$ cat src/rtl/traffic_light_controller.sv
// -----------------------------------------------------------------------------
// traffic_light_controller
//
// Single-approach traffic light. A prescaler derives a one-second tick from
// the board quartz clock. The light sequences GREEN -> YELLOW -> RED -> GREEN.
// GREEN is left only when its minimum time has expired and a car request is
// present, either live on carDetected or latched earlier in the green phase.
//
// Ports:
//   quartzClock  in   system clock, rising-edge active
//   resetN       in   asynchronous active-low reset
//   carDetected  in   vehicle request (level, synchronous to quartzClock)
//   green        out  green lamp  (registered, one-hot with yellow/red)
//   yellow       out  yellow lamp (registered)
//   red          out  red lamp    (registered)
//   timerDisp    out  seconds remaining in the current phase (registered)
// -----------------------------------------------------------------------------
`timescale 1ns/1ps
module traffic_light_controller #(
  parameter int unsigned CLK_DIV     = 50_000_000,
  parameter int unsigned GREEN_MIN   = 10,
  parameter int unsigned YELLOW_TIME = 3,
  parameter int unsigned RED_TIME    = 8
) (
  input  logic       quartzClock,
  input  logic       resetN,
  input  logic       carDetected,
  output logic       green,
  output logic       yellow,
  output logic       red,
  output logic [3:0] timerDisp
);

  localparam int unsigned CW = (CLK_DIV > 2) ? $clog2(CLK_DIV) : 1;
  localparam logic [CW-1:0] CNT_MAX = CW'(CLK_DIV - 1);

  localparam logic [3:0] GREEN_LOAD  = 4'(GREEN_MIN);
  localparam logic [3:0] YELLOW_LOAD = 4'(YELLOW_TIME);
  localparam logic [3:0] RED_LOAD    = 4'(RED_TIME);

  // 2'b11 is unused and falls back to GREEN.
  localparam logic [1:0] S_GREEN  = 2'd0;
  localparam logic [1:0] S_YELLOW = 2'd1;
  localparam logic [1:0] S_RED    = 2'd2;

  logic [1:0]    state, nextState;
  logic [CW-1:0] preCount, nextCount;
  logic          reqLatch, nextLatch;
  logic [3:0]    nextTimer;
  logic          greenNxt, yellowNxt, redNxt;
  logic          tick;

  assign tick = (preCount == CNT_MAX);

  // State register: every output is a flop, updated on the same edge as state.
  always_ff @(posedge quartzClock or negedge resetN) begin
    if (!resetN) begin
      state     <= S_GREEN;
      preCount  <= '0;
      reqLatch  <= 1'b0;
      timerDisp <= GREEN_LOAD;
      green     <= 1'b1;
      yellow    <= 1'b0;
      red       <= 1'b0;
    end else begin
      state     <= nextState;
      preCount  <= nextCount;
      reqLatch  <= nextLatch;
      timerDisp <= nextTimer;
      green     <= greenNxt;
      yellow    <= yellowNxt;
      red       <= redNxt;
    end
  end

  // Next-state logic. Every phase entry clears the prescaler so the first
  // displayed second of the new phase is a full CLK_DIV clocks long.
  always_comb begin
    nextState = state;
    nextTimer = timerDisp;
    nextCount = tick ? '0 : preCount + CW'(1);
    nextLatch = reqLatch;
    case (state)
      S_GREEN: begin
        nextLatch = reqLatch | carDetected;
        // The exit test uses the registered timer, so a request that arrives
        // on the tick that reaches 0 is honoured one clock later.
        if ((timerDisp == 4'd0) && (carDetected || reqLatch)) begin
          nextState = S_YELLOW;
          nextTimer = YELLOW_LOAD;
          nextCount = '0;
          nextLatch = 1'b0;
        end else if (tick && (timerDisp != 4'd0)) begin
          nextTimer = timerDisp - 4'd1;
        end
      end
      S_YELLOW: begin
        if (tick) begin
          // <= 1 rather than == 1 so a corrupted 0 cannot stall the phase.
          if (timerDisp <= 4'd1) begin
            nextState = S_RED;
            nextTimer = RED_LOAD;
            nextCount = '0;
          end else begin
            nextTimer = timerDisp - 4'd1;
          end
        end
      end
      S_RED: begin
        if (tick) begin
          if (timerDisp <= 4'd1) begin
            nextState = S_GREEN;
            nextTimer = GREEN_LOAD;
            nextCount = '0;
          end else begin
            nextTimer = timerDisp - 4'd1;
          end
        end
      end
      default: begin
        nextState = S_GREEN;
        nextTimer = GREEN_LOAD;
        nextCount = '0;
        nextLatch = 1'b0;
      end
    endcase
  end

  // Output decode from the next state, so lamps are registered yet change
  // on the transition edge itself.
  always_comb begin
    greenNxt  = 1'b0;
    yellowNxt = 1'b0;
    redNxt    = 1'b0;
    case (nextState)
      S_YELLOW: yellowNxt = 1'b1;
      S_RED:    redNxt    = 1'b1;
      default:  greenNxt  = 1'b1;
    endcase
  end

endmodule

$ cat config.mk
export PLATFORM = sky130hd
export DESIGN_NAME = traffic_light_controller
export DESIGN_NICKNAME = d
export VERILOG_FILES = /design/src/rtl/traffic_light_controller.sv
export SDC_FILE = /design/constraint.sdc
export NUM_CORES = 1
export LEC_CHECK = 0
export ABC_AREA = 1
export BUFFER_PORTS_ARGS = -buffer_cell sky130_fd_sc_hd__buf_2
export CORE_ASPECT_RATIO = 0.8
export CORE_MARGIN = 2
export CORE_UTILIZATION = 50
export CTS_BUF_LIST = sky130_fd_sc_hd__clkbuf_16
export CTS_CLUSTER_SIZE = 30
export DETAILED_ROUTE_END_ITERATION = 7
export GPL_TIMING_DRIVEN = 0
export PLACE_DENSITY = 0.7
export SLEW_MARGIN = 20
export SYNTH_ARGS = -nofsm -noshare
export SYNTH_HDL_FRONTEND = slang
export SYNTH_SLANG_ARGS = --single-unit
$ cat constraint.sdc
create_clock -name quartzClock -period 2.5 [get_ports quartzClock]
set_clock_uncertainty 0.15 [all_clocks]
set_input_delay 0.375 -clock quartzClock [delete_from_list [all_inputs] [get_ports quartzClock]]
set_output_delay 0.375 -clock quartzClock [all_outputs]
set_load 0.02 [all_outputs]
==> Word-level counts from Yosys, hierarchy flattened <==
Cells that the tools add are included.
{ "totals": {"reg_bits": 36} }
{ "classes": {"addsub": 2, "n_lt_le_gt_ge": 1, "n_eq_ne": 8, "n_mux": 23, "n_bitwise": 1, "n_reduce_logical": 9} }
{ "op_table": {"columns": ["cell", "n"], "rows": [
  ["2-to-1 mux 26 bit", 4],
  ["one-hot mux 26 bit (2 select lines)", 1],
  ["adder 26 x 1 -> 26 bit (second input constant)", 1],
  ["equality test 26 bit (second input constant)", 1],
  ["2-to-1 mux 4 bit", 6],
  ["one-hot mux 4 bit (3 select lines)", 1],
  ["2-to-1 mux 2 bit", 5],
  ["one-hot mux 2 bit (3 select lines)", 1],
  ["equality test 2 x 1 -> 1 bit (second input constant)", 2],
  ["equality test 2 bit (second input constant)", 2],
  ["<= comparator 4 x 1 -> 1 bit (second input constant)", 1],
  ["logical NOT 4 bit", 1],
  ["2-to-1 mux 1 bit", 4],
  ["inequality test 2 bit (second input constant)", 2],
  ["nonzero test 4 bit", 1],
  ["OR reduction 2 bit", 2],
  ["subtractor 4 x 1 -> 4 bit (second input constant)", 1],
  ["inequality test 3 bit (second input constant)", 1],
  ["AND reduction 3 bit", 1],
  ["logical AND 1 bit", 2],
  ["logical NOT 2 bit", 1],
  ["one-hot mux 1 bit (2 select lines)", 1],
  ["logical OR 1 bit", 1],
  ["OR 1 bit", 1]
]} }

==> Longest topological paths before layout <==
{ "logic_depth": {"word_depth": 7, "mapped_depth": 11, "ltp_nobuf": 11} }

==> Worst setup path before layout <==
Ideal clock, no wire load.
{ "synth_path": {"kind": "reg-to-reg", "start": "reg timerDisp[1]", "end": "reg green", "arrival_ps": 1812, "t_required_ps": 2267, "slack_ps": 454, "stages_incl_launch_ff": 11, "path_buffers": 0, "period_less_slack_ps": 2046, "cell_sequence": "dfstp_2 inv_1 ha_1 o21ai_0 inv_1 nand3_1 nand2_1 nand2_1 nand2_1 nor2_1 ha_1"} }
{ "synth_via": {"elab_chain_cells": 7, "word_cells_on_any_way": 13, "cone_classes": "order compare (1); eq/ne (2); mux (7); reduce/logical (3)"} }
{ "synth_lines": {"columns": ["element", "line", "rtl"], "rows": [
  ["start: declaration", "31", "output logic [3:0] timerDisp"],
  ["start signal: assignment", "69", "timerDisp <= nextTimer;"],
  ["<= comparator 4 x 1 -> 1 bit / logical NOT 4 bit (equally long branches)", "100, 111, 88", null],
  ["2-to-1 mux 2 bit, or another cell as far along", "111", "if (timerDisp <= 4'd1) begin"],
  ["2-to-1 mux 2 bit, on equally long branches", "110, 88, 98", null],
  ["one-hot mux 2 bit (3 select lines) *", "83", "case (state)"],
  ["via nextState[1]", "46", "logic [1:0] state, nextState;"],
  ["equality test 2 bit / equality test 2 x 1 -> 1 bit (equally long branches)", "135", "case (nextState)"],
  ["OR reduction 2 bit (no line) *", null, null],
  ["2-to-1 mux 1 bit *", "135", null],
  ["via greenNxt", "50", "logic greenNxt, yellowNxt, redNxt;"],
  ["end signal: assignment", "70", "green <= greenNxt;"],
  ["end: declaration", "28", "output logic green,"]
]} }
Mark *: on every way through the listed nets, which the timed path passes. The rest lies on a longest branch.
A chain may end at the register's enable or synchronous reset.

==> Worst setup path in the final report <==
Ends and elaborated chain as after synthesis.

==> results.toml <==
[power]
power-per-cell-area_nw_per_um2 = 487
p_sw_mw = 0.239
leakage_nw = 1.19
p_total_mw = 1.29
clockPowerShare = 0.537
p_int_mw = 1.05
ir_worst_vdd_uv = 404
swShare = 0.186
combPwrFrac = 0.009
power_frac_seq = 0.454

[clock_tree]
cts_tree = "done"
cts_made_buffers = 5
cts_resized = 0
cts_hold_buffers = 0
cts_htree_levels = 2
clock_latency_ps = 280
root_buffer = "clkbuf_16"
clk_path_buf_depth = 2
postCtsSetupBuffers = 0
cts_num_sinks = 36
cts.reportedPaths.clkPinSlew_ps = 50

[routing]
post-route-drc-count = 0
wirelength_mm = 5.08
drtIter0Drc = 162
vias = 1979
vias_per_cell = 5.17
firstDrtPassIters = 4
wl_per_cell_um = 13.3
antenna_left = 0

[sta]
finalHoldViolCount = 0
final_max_slew_viol_count = 0
fmax_mhz = 451
worst_slew_pin_slew_ps = 783
finalSetupTns_ps = 0
fin_crit_sh = 0.888
holdWs_ps = 22.4
period_needed_ps = 2220
relSlewSlack = 0.478
setup_violations = 0
rsz0062_at_grt = "false"

[synth]
ys_seq_area_frac = 0.383
syn_area_um2 = 2360
ys_warn_count = 0
synth_cells = 306
postSynthAreaPerCell_um2 = 7.71
synth_cell_type_count = 31
synth_nets = 319
ys_seq_elements = 36

[placement]
gp_congestion = 0.873
dp_hpwl_mm = 3.87
place_area_um2 = 2480
io_buffer_count = 9

[run]
maxCapViolCount = 0

[global_routing]
grt_use_total = 0.219
grt_pass1_vias = 1790
antenna_found_initial = 0
grt_max_degree = 37
grt-ovfl-total = 0
grt_first_pass_wirelength_mm = 8.80

[setup_path]
critPathMostFrequentCell = "nand2_1"
critPathRequiredTime_ps = 2560
crit_chain = "inv_1, ha_1, o21ai_0, inv_1, nand3_1, nand2_1, nand2_1, nand2_1, nor2_1, ha_1"
critPathCaptureType = "register"
slowest_stage = "dfstp_2"
critPathMaxStageDelay_ps = 550
crit_type = "reg2reg"
cp_data_arrival_time_ps = 2280
critPathMaxFanout = 5
start_kind = "register"

[cells_and_area]
mostFrequentLayoutCells = "nand2_1, nor2_1, inv_1, dfrtp_1, nand3_1"
final_common_cell = "nand2_1"
seq_area_um2 = 905
n_fill_cell = 439
fin_area_um2 = 2640
multi_input_area_um2 = 1300
syn_to_final_growth_pct = 12.0
n_antenna_cell = 0
fin_util = 0.578
finalNetCount = 335
drive_gt1_frac = 0.149

[floorplan]
start_util = 0.516
die_h_um = 65.4
die_area_um2 = 5290
core_um2 = 4570
rows = 22
fp.dieW_um = 80.8
io-pin-count = 10

[hold_path]
hold_class = "in2async"

[outcome]
status = "complete, no violations"
-- registers in the layout (all words and copies together), names as in the netlist --
name,flops
state,2
timerDisp,4
reqLatch,1
preCount,26
red,1
green,1
yellow,1
-- critical path, delay by kind of cell (launching register included) --
kind            cells  cell delay (ps)
fa+ha+maj           2              440
flops               1              550
simple gates        5              430
compound gates      1              320
buf+inv             2              260
-- Yosys cell counts, drive strengths merged --
master   n  area share
o21ai    9       0.024
inv     34       0.054
clkinv   1      0.0016
nand3b   1      0.0032
nand2   75        0.14
nor3b    4       0.017
ha      10       0.053
a21oi    6       0.017
nand3   25       0.059
nor3    12       0.034
and3     1      0.0027
dfstp    3       0.033
xnor2    4       0.015
xor2     9       0.033
buf      2      0.0095
dfrtp   33        0.35
nor2    64        0.12
o211ai   2      0.0064
or2      2      0.0064
nand4    9       0.024
-- final timing paths --
kind                                          start                       end  slack (ps)  depth (start not counted)
hold reg to reg                reqLatch$_DFFE_PN0P_      reqLatch$_DFFE_PN0P_         330                          2
setup reg to reg           timerDisp[1]$_DFFE_PN1P_           green$_DFF_PN1_         280                         10
setup / recovery           timerDisp[1]$_DFFE_PN1P_           green$_DFF_PN1_         280                         10
hold / removal                               resetN     preCount[1]$_DFF_PN0_          20                          1
min in group quartzClock       reqLatch$_DFFE_PN0P_      reqLatch$_DFFE_PN0P_         330                          2
max in group asynchronous                    resetN  timerDisp[0]$_DFFE_PN0P_        1680                          1
-- stage by stage --
stage	setup slack, ps	std cells
finish	280	383
global route	38.0	383
floorplan	454	306
global placement	319	375
detailed placement	301	375
CTS	299	383
-- cell families (layout without fill, tap and decap cells) --
group / Yosys count / in the layout / share of synthesized area
buffers and inverters: 37 / 54 / 0.0652
and+or+nand+nor: 193 / 193 / 0.402
AOI/OAI and AO/OA: 17 / 17 / 0.0477
adders and majority gates: 10 / 10 / 0.0530
xor gates and xnor gates: 13 / 13 / 0.0483
DFF: 36 / 36 / 0.383
-- metal layers --
layer	up-vias	global-route usage	share of wire
li1	1009	-	-
met3	7	0.0495	0.058
met2	43	0.291	0.40
met1	920	0.348	0.53
met4	0	0.0636	0.012
met5	-	0	0
-- area by class of cell --
type | count | share of cell area
clock inverters | 3 | 0.0142
plain buffers | 2 | 0.00852
multi-input cells | 233 | 0.492
well taps | 60 | 0.0284
clock buffers | 5 | 0.0473
repair buffers | 9 | 0.0170
flip-flops and latches | 36 | 0.342
inverters | 35 | 0.0497
-- power groups by stage --
stage	clock network [mW]	logic (mW)	registers, mW
finish	0.691	0.0119	0.583
global route	0.735	0.0147	0.583
CTS	0.699	0.0133	0.583
detailed placement	0	0.0133	0.593
global placement	0	0.0131	0.593
floorplan	0	0.0000101	0.594
Power figures use the tool's default switching activity.
